[src/rtl/toy_mem_arbiter_if.sv]
// Bus bundle for toy_mem_arbiter: fetch port, data port, shared memory port
// and arbiter debug state. slave = arbiter view, master = core/memory view.
interface toy_mem_arbiter_if #(
  parameter int AW = 30,
  parameter int DW = 32
);
  // Request ports: a requester raises REQ with its address (and RW/WDATA) and
  // holds them stable until GNT; the access transfers in the cycle REQ&GNT.
  // RVALID/RDATA answer a read exactly one cycle later with no backpressure.
  logic          I_REQ;
  logic [AW-1:0] I_ADDR;
  logic          I_GNT;
  logic          I_RVALID;
  logic [DW-1:0] I_RDATA;

  logic          D_REQ;
  logic          D_RW;
  logic [AW-1:0] D_ADDR;
  logic [DW-1:0] D_WDATA;
  logic          D_GNT;
  logic          D_RVALID;
  logic [DW-1:0] D_RDATA;

  logic          M_REQ;
  logic          M_RW;
  logic [AW-1:0] M_ADDR;
  logic [DW-1:0] M_WDATA;
  logic [DW-1:0] M_RDATA;

  logic [1:0]    DBG_RSP_STATE;
  logic [3:0]    DBG_STREAK;

  modport slave (
    input  I_REQ, I_ADDR, D_REQ, D_RW, D_ADDR, D_WDATA, M_RDATA,
    output I_GNT, I_RVALID, I_RDATA, D_GNT, D_RVALID, D_RDATA,
    output M_REQ, M_RW, M_ADDR, M_WDATA, DBG_RSP_STATE, DBG_STREAK
  );

  modport master (
    output I_REQ, I_ADDR, D_REQ, D_RW, D_ADDR, D_WDATA, M_RDATA,
    input  I_GNT, I_RVALID, I_RDATA, D_GNT, D_RVALID, D_RDATA,
    input  M_REQ, M_RW, M_ADDR, M_WDATA, DBG_RSP_STATE, DBG_STREAK
  );
endinterface

[src/rtl/toy_mem_arbiter.sv]
// Fetch/data arbiter for one single-ported synchronous memory, data-priority
// with a bounded data streak. Optional ARB_CONFLICT_CNT_EN adds CONFLICT_CNT.
module toy_mem_arbiter #(
  parameter int AW          = 30,
  parameter int DW          = 32,
  parameter int MAX_DSTREAK = 4
) (
  input  logic CLK,
  input  logic RST,
`ifdef ARB_CONFLICT_CNT_EN
  output logic [31:0] CONFLICT_CNT,
`endif
  toy_mem_arbiter_if.slave bus
);

  typedef enum logic [1:0] {
    RSP_NONE = 2'd0,
    RSP_I    = 2'd1,
    RSP_DRD  = 2'd2,
    RSP_DWR  = 2'd3
  } rsp_state_t;

  localparam logic [3:0] LP_MAX = 4'(MAX_DSTREAK);

  rsp_state_t r_state;
  rsp_state_t w_next_state;
  logic [3:0] r_streak;
  logic       w_i_gnt;
  logic       w_d_gnt;

  // Grants are forced low while reset is held so nothing reaches the memory.
  always_comb begin
    w_i_gnt = 1'b0;
    w_d_gnt = 1'b0;
    if (!RST) begin
      if (bus.D_REQ && (!bus.I_REQ || (r_streak < LP_MAX))) begin
        w_d_gnt = 1'b1;
      end else if (bus.I_REQ) begin
        w_i_gnt = 1'b1;
      end
    end
  end

  always_comb begin
    bus.I_GNT   = w_i_gnt;
    bus.D_GNT   = w_d_gnt;
    bus.M_REQ   = w_i_gnt | w_d_gnt;
    bus.M_RW    = 1'b0;
    bus.M_ADDR  = '0;
    bus.M_WDATA = '0;
    if (w_d_gnt) begin
      bus.M_RW    = bus.D_RW;
      bus.M_ADDR  = bus.D_ADDR;
      bus.M_WDATA = bus.D_WDATA;
    end else if (w_i_gnt) begin
      bus.M_ADDR  = bus.I_ADDR;
    end
  end

  always_ff @(posedge CLK or posedge RST) begin
    if (RST) begin
      r_streak <= 4'd0;
    end else if (w_i_gnt || !bus.I_REQ) begin
      r_streak <= 4'd0;
    end else if (w_d_gnt && (r_streak < LP_MAX)) begin
      r_streak <= r_streak + 4'd1;
    end
  end

  // The response state simply records what was issued last cycle, so a new
  // grant can overlap the response of the previous one.
  always_comb begin
    w_next_state = RSP_NONE;
    if (w_i_gnt) begin
      w_next_state = RSP_I;
    end else if (w_d_gnt) begin
      w_next_state = bus.D_RW ? RSP_DWR : RSP_DRD;
    end
  end

  always_ff @(posedge CLK or posedge RST) begin
    if (RST) begin
      r_state <= RSP_NONE;
    end else begin
      r_state <= w_next_state;
    end
  end

  always_comb begin
    bus.I_RVALID = (r_state == RSP_I);
    bus.D_RVALID = (r_state == RSP_DRD);
    bus.I_RDATA  = bus.I_RVALID ? bus.M_RDATA : '0;
    bus.D_RDATA  = bus.D_RVALID ? bus.M_RDATA : '0;
  end

  assign bus.DBG_RSP_STATE = r_state;
  assign bus.DBG_STREAK    = r_streak;

`ifdef ARB_CONFLICT_CNT_EN
  logic [31:0] r_conflict_cnt;

  always_ff @(posedge CLK or posedge RST) begin
    if (RST) begin
      r_conflict_cnt <= 32'd0;
    end else if (bus.I_REQ && bus.D_REQ && (r_conflict_cnt != 32'hFFFF_FFFF)) begin
      r_conflict_cnt <= r_conflict_cnt + 32'd1;
    end
  end

  assign CONFLICT_CNT = r_conflict_cnt;
`endif

endmodule
[src/flat_wrapper.sv]
// flat-port wrapper written by rule: the top's interface ports become plain ports
module toy_mem_arbiter_flat 
#(
  parameter int AW          = 30,
  parameter int DW          = 32,
  parameter int MAX_DSTREAK = 4
)
  (CLK, RST, bus_I_REQ, bus_I_ADDR, bus_D_REQ, bus_D_RW, bus_D_ADDR, bus_D_WDATA, bus_M_RDATA, bus_I_GNT, bus_I_RVALID, bus_I_RDATA, bus_D_GNT, bus_D_RVALID, bus_D_RDATA, bus_M_REQ, bus_M_RW, bus_M_ADDR, bus_M_WDATA, bus_DBG_RSP_STATE, bus_DBG_STREAK);
  toy_mem_arbiter_if #(.AW(AW), .DW(DW)) bus_i ();
  input  logic CLK;
  input  logic RST;
  input wire logic [$bits(bus_i.I_REQ)-1:0] bus_I_REQ;
  input wire logic [$bits(bus_i.I_ADDR)-1:0] bus_I_ADDR;
  input wire logic [$bits(bus_i.D_REQ)-1:0] bus_D_REQ;
  input wire logic [$bits(bus_i.D_RW)-1:0] bus_D_RW;
  input wire logic [$bits(bus_i.D_ADDR)-1:0] bus_D_ADDR;
  input wire logic [$bits(bus_i.D_WDATA)-1:0] bus_D_WDATA;
  input wire logic [$bits(bus_i.M_RDATA)-1:0] bus_M_RDATA;
  output wire logic [$bits(bus_i.I_GNT)-1:0] bus_I_GNT;
  output wire logic [$bits(bus_i.I_RVALID)-1:0] bus_I_RVALID;
  output wire logic [$bits(bus_i.I_RDATA)-1:0] bus_I_RDATA;
  output wire logic [$bits(bus_i.D_GNT)-1:0] bus_D_GNT;
  output wire logic [$bits(bus_i.D_RVALID)-1:0] bus_D_RVALID;
  output wire logic [$bits(bus_i.D_RDATA)-1:0] bus_D_RDATA;
  output wire logic [$bits(bus_i.M_REQ)-1:0] bus_M_REQ;
  output wire logic [$bits(bus_i.M_RW)-1:0] bus_M_RW;
  output wire logic [$bits(bus_i.M_ADDR)-1:0] bus_M_ADDR;
  output wire logic [$bits(bus_i.M_WDATA)-1:0] bus_M_WDATA;
  output wire logic [$bits(bus_i.DBG_RSP_STATE)-1:0] bus_DBG_RSP_STATE;
  output wire logic [$bits(bus_i.DBG_STREAK)-1:0] bus_DBG_STREAK;
  assign bus_i.I_REQ = bus_I_REQ;
  assign bus_i.I_ADDR = bus_I_ADDR;
  assign bus_i.D_REQ = bus_D_REQ;
  assign bus_i.D_RW = bus_D_RW;
  assign bus_i.D_ADDR = bus_D_ADDR;
  assign bus_i.D_WDATA = bus_D_WDATA;
  assign bus_i.M_RDATA = bus_M_RDATA;
  assign bus_I_GNT = bus_i.I_GNT;
  assign bus_I_RVALID = bus_i.I_RVALID;
  assign bus_I_RDATA = bus_i.I_RDATA;
  assign bus_D_GNT = bus_i.D_GNT;
  assign bus_D_RVALID = bus_i.D_RVALID;
  assign bus_D_RDATA = bus_i.D_RDATA;
  assign bus_M_REQ = bus_i.M_REQ;
  assign bus_M_RW = bus_i.M_RW;
  assign bus_M_ADDR = bus_i.M_ADDR;
  assign bus_M_WDATA = bus_i.M_WDATA;
  assign bus_DBG_RSP_STATE = bus_i.DBG_RSP_STATE;
  assign bus_DBG_STREAK = bus_i.DBG_STREAK;
  toy_mem_arbiter #(.AW(AW), .DW(DW), .MAX_DSTREAK(MAX_DSTREAK)) u_core (.CLK(CLK), .RST(RST), .bus(bus_i));
endmodule
[config.mk]
export PLATFORM = sky130hd
export DESIGN_NAME = toy_mem_arbiter_flat
export DESIGN_NICKNAME = d
export VERILOG_FILES = /design/src/rtl/toy_mem_arbiter_if.sv /design/src/rtl/toy_mem_arbiter.sv /design/src/flat_wrapper.sv
export SDC_FILE = /design/constraint.sdc
export NUM_CORES = 1
export LEC_CHECK = 0
export ABC_CLOCK_PERIOD_IN_PS = 3400
export CAP_MARGIN = 20
export CORE_AREA = 2 2 104 106
export CTS_CLUSTER_DIAMETER = 60
export DETAILED_ROUTE_END_ITERATION = 10
export DIE_AREA = 0 0 106 108
export HOLD_SLACK_MARGIN = 0.12
export SETUP_SLACK_MARGIN = 0.02
export SYNTH_ARGS = -nofsm -noshare
export SYNTH_HDL_FRONTEND = slang
export SYNTH_SLANG_ARGS = --single-unit
[constraint.sdc]
create_clock -name CLK -period 3.4 [get_ports CLK]
set_input_delay 0.51 -clock CLK [delete_from_list [all_inputs] [get_ports CLK]]
set_output_delay 0.51 -clock CLK [all_outputs]
set_load 0.01 [all_outputs]
Word-level counts from Yosys, hierarchy flattened --
Cells that the tools add are included.
Word-level totals: flip-flop bits (word level) 6, output and inout bits 138, word-level logic and storage cells 29
Operators by class: add/sub/neg operators 1, order comparisons 1, eq/ne operators 2, muxes and demuxes 16, bitwise operators 1, reduce and logical (&&, ||, !) cells 6
Operators by type and width (count):
- two-way mux 32 bit | 3
- two-way mux 30 bit | 2
- two-way mux 4 bit | 2
- two-way mux 1 bit | 7
- adder 4 x 1 -> 4 bit, second input constant | 1
- less-than comparator 4 x 3 -> 1 bit, second input constant | 1
- two-way mux 2 bit | 2
- == test 2 x 1 -> 1 bit, second input constant | 1
- == test 2 bit, second input constant | 1
- logical AND 1 bit | 2
- logical OR 1 bit | 2
- nonzero test 2 bit | 1
- logical NOT 1 bit | 1
- OR 1 bit | 1

Longest topological paths before layout --
word-level depth 8, gate-level depth with buffers 4, depth with buffers taken out 3

Worst setup path after synthesis --
No wires, ideal clock.
path type input to output, start point input bus_D_REQ, end point output bus_M_ADDR[0], data arrival time 1210 ps, path slack 1680 ps, stages 4, path buffers 2, cells stage by stage buf_4 > buf_1 > nand3b_1 > o22ai_1
Between the ends: word-level cells in the longest chain between the ends 5, elaborated cells on any way between the ends 7, classes of those cells mux: 6; reduce/logical: 1
RTL lines:
- from (decl) | RTL line flat_wrapper.sv:14 | input wire logic [$bits(bus_i.D_REQ)-1:0] bus_D_REQ;
- logical AND 1 bit (*) | RTL line toy_mem_arbiter.sv:36 | if (bus.D_REQ && (!bus.I_REQ || (r_streak < LP_MAX))) begin
- two-way mux 1 bit | RTL line toy_mem_arbiter.sv:36
- two-way mux 1 bit | RTL line toy_mem_arbiter.sv:35 | if (!RST) begin
- two-way mux 30 bit | RTL line toy_mem_arbiter.sv:55 | end else if (w_i_gnt) begin
- two-way mux 30 bit (*) | RTL line toy_mem_arbiter.sv:51 | if (w_d_gnt) begin
- to (decl) | RTL line flat_wrapper.sv:27 | output wire logic [$bits(bus_i.M_ADDR)-1:0] bus_M_ADDR;
Every way passes the cells marked *; elsewhere a longest branch is shown, timed or not.

Final worst setup path --
start point input RST, end point output bus_M_ADDR[8]
Between the ends: word-level cells in the longest chain between the ends 3, elaborated cells on any way between the ends 4, classes of those cells mux: 4
RTL lines:
- from (decl) | RTL line flat_wrapper.sv:11 | input logic RST;
- two-way mux 1 bit | RTL line toy_mem_arbiter.sv:35
- two-way mux 30 bit | RTL line toy_mem_arbiter.sv:55
- two-way mux 30 bit (*) | RTL line toy_mem_arbiter.sv:51
Marks and branches as above.

==> impl_metrics.env <==
export IMPL_status="complete, no violations"
export IMPL_ys_flop_type="dfrtp_1"
export IMPL_cts_sinks=6
export IMPL_use_met2_pct=28.5
export IMPL_fmax_ghz=0.345
export IMPL_grt_busiest_layer="met2"
export IMPL_drv_cap=0
export IMPL_criticalPathCategory="input pin to output pin"
export IMPL_hpwl_microns=7800
export IMPL_synth_edff_count=0
export IMPL_cts_buffer_depth=2
export IMPL_clk_pin_slew_ns=0.03
export IMPL_powerDensity_mw_per_mm2=143
export IMPL_worstSkewPairLatency_ns=0.22
export IMPL_synth_top_area_share_pct=25.6
export IMPL_seq_area_frac_synth_pct=8.53
export IMPL_ys_warnings_count=0
export IMPL_max_slew_margin_pct=71.0
export IMPL_grt_start_max_net_pins=63
export IMPL_boundaryPins=267
export IMPL_nets=631
export IMPL_crit_top_cell="clkdlybuf4s50_1"
export IMPL_wire_per_inst_microns=15.0
export IMPL_n_fill_cell=1024
export IMPL_crit_path_max_incr_delay_ns=0.57
export IMPL_crit_required_ns=2.89
export IMPL_timing_final_crit_share_pct=85.2
export IMPL_placedCellCount=632
export IMPL_post_cts_setup_buffer_count=0
export IMPL_synth_ff_latch_count=6
export IMPL_initial_core_util_pct=17.2
export IMPL_first_iter_violations=158
export IMPL_startpoint="RST"
export IMPL_slew_viol_final=0
export IMPL_ir_worst_vdd_v=0.0000937
export IMPL_grt_use_met1_pct=17.3
export IMPL_core_sq_mm=0.0102
export IMPL_ys_types=25
export IMPL_die_area_sq_mm=0.0114
export IMPL_grt_pass1_wl_microns=14500
export IMPL_timing_rr_start="u_core.bus.DBG_STREAK[2]"
export IMPL_post_route_min_period_ns=2.90
export IMPL_rows=37
export IMPL_syn_instance_count=253
export IMPL_cp_end_kind="output pin"
export IMPL_syn_area_per_cell_sq_um=6.95
export IMPL_grt_pass1_vias=2774
export IMPL_cts_made_buffers=3
export IMPL_worstSetupStartpointType="input pin"
export IMPL_worstMarginPinSlew_ns=0.435
export IMPL_yosys_area_top_type="nand3b_1"
export IMPL_overflow=0
export IMPL_drive_above_1_share_pct=3.01
export IMPL_async_flop_share_pct=100
export IMPL_slowest_stage="clkdlybuf4s50_1"
export IMPL_synth_common_cells="64 x and2_1, 60 x nand3b_1, 34 x and3_1, 30 x o22ai_1, 13 x clkbuf_1"
export IMPL_critPathTopFamily="buffers and inverters"
export IMPL_met3_usage_pct=4.04
export IMPL_r2r_end="u_core.bus.DBG_RSP_STATE[0]"
export IMPL_skew_ns=0.00201
export IMPL_synthToLayoutAreaGrowth_pct=157
export IMPL_finalSetupViolations=0
export IMPL_firstDrtPassIters=7
export IMPL_cp_endpoint="bus_M_ADDR[8]"
export IMPL_hold_viol=0
export IMPL_postCtsHoldBufs=0
export IMPL_crit_path_max_fanout=62
export IMPL_antenna_found_initial=2
export IMPL_root_buffer="clkbuf_8"
export IMPL_rsz0062_at_grt="no"
export IMPL_r2r_cells=3
export IMPL_instances_no_fill=637
export IMPL_cts_resized=0
export IMPL_cellLeakagePower_nw=1.74
export IMPL_path_buf_inv=3
export IMPL_setup_tns_ns=0
export IMPL_gp_congestion=0.821
export IMPL_routed_wl_microns=9540
export IMPL_vias=2798
export IMPL_die_w_microns=106
export IMPL_tritoncts="yes"
export IMPL_drc=0
export IMPL_hold_path_class="flop to flop"
export IMPL_synth_nets=383
export IMPL_yosys_top_cells_area="nand3b_1 26%, and2_1 23%, and3_1 12%, o22ai_1 11%, dfrtp_1 8.5%"
export IMPL_r2r_setup_slack_ns=2.02
export IMPL_crit_chain="clkdlybuf4s50_1 -> buf_4 -> nand3b_1 -> o22ai_1 -> clkdlybuf4s50_1"
export IMPL_yosysMostFrequentCell="and2_1"
export IMPL_track_usage_pct=15.5
export IMPL_port_buffers=266
export IMPL_vias_per_cell=4.39
export IMPL_critPathArrivalTime_ns=2.39
export IMPL_postRouteAntennaNets=0
export IMPL_htreeDepth=1
export IMPL_chipHeight_microns=108
export IMPL_cp_depth=5
export IMPL_synth_area_sq_mm=0.00176
sequential cells by signal, indices dropped and copies added, names as in the netlist:
name,cells
u_core.bus.DBG_RSP_STATE,2
u_core.bus.DBG_STREAK,4
how the worst min path moves through the flow:
stage	cells after the start	slack [ns]	to	start
final	2	0.59	u_core.bus.DBG_STREAK[0]	u_core.bus.DBG_STREAK[0]
after CTS	2	0.59	u_core.bus.DBG_STREAK[0]	u_core.bus.DBG_STREAK[0]
after detailed placement	2	0.58	u_core.bus.DBG_STREAK[0]	u_core.bus.DBG_STREAK[0]
after global routing	2	0.66	u_core.bus.DBG_STREAK[0]	u_core.bus.DBG_STREAK[0]
after floorplan	2	0.47	u_core.bus.DBG_RSP_STATE[0]	RST
after global placement	2	0.58	u_core.bus.DBG_STREAK[0]	u_core.bus.DBG_STREAK[0]
cell families (layout without fill, tap and decap cells):
kind of cell | after synthesis | after routing | share of synthesized area [%]
adder cells (fa/ha/maj) | 1 | 1 | 0.711
buffers and inverters | 36 | 282 | 11.5
flip-flops | 6 | 6 | 8.53
AO/OA/AOI/OAI | 36 | 36 | 13.4
AND/OR/NAND/NOR | 174 | 174 | 65.9
other | 0 | 2 | 0
cell usage in the layout (no fill, tap or decap):
master / n
ha_1: 1
dfrtp_1: 6
and2_1: 64
nand3b_1: 60
diode_2: 2
and3_1: 34
nor3_1: 1
nand2b_1: 3
o21ai_1: 1
nor3b_4: 1
clkdlybuf4s50_1: 266
clkbuf_8: 3
o41ai_1: 2
o32ai_1: 1
a41o_1: 1
and2b_1: 1
nand2_1: 1
nand3_1: 2
o22ai_1: 30
nor2b_1: 2
buf_4: 11
inv_1: 2
nor2_1: 5
o21a_1: 1
per-layer routing:
metal  wire, microns  share of wire [%]
met1            3700                 39
met3             783                8.2
met4             251                2.6
met2            4800                 50
met5               0                  0
final cells by class:
class,instances,area [sq um],share of cell area [%]
sequential,6,150,3.32
multi-input combinational,211,1410,31.1
timing repair buffer,277,2750,60.6
tap,136,170,3.76
clock buffer,3,41.3,0.912
inverter,2,7.51,0.166
antenna,2,5.00,0.111
worst min-delay path: cells and delay by family, from the launching register on:
kind | cells | cell delay, ns
AND/OR/NAND/NOR | 1 | 0.09
flip-flops | 1 | 0.38
AO/OA/AOI/OAI | 1 | 0.07
through the flow:
step	utilization, %	hold slack, ns	power (mW)	setup WS, ns	cell area, sq um
2_1_floorplan	-	0.474	0.234	1.68	1760
3_3_place_gp	43.8	0.579	0.544	0.570	4480
3_5_place_dp	43.8	0.582	0.546	0.521	4480
4_1_cts	44.2	0.593	0.657	0.518	4520
5_1_grt	44.2	0.656	0.691	0.414	4530
6_report	44.2	0.586	0.648	0.503	4530
report_power, final:
group	total [mW]	switching [mW]	leakage, nW	internal [mW]
Clock	0.105	0.0291	0.0216	0.0759
Combinational	0.466	0.161	1.64	0.305
Sequential	0.0763	0.00205	0.0811	0.0742
No activity file was read; power rests on OpenSTA's default activity.
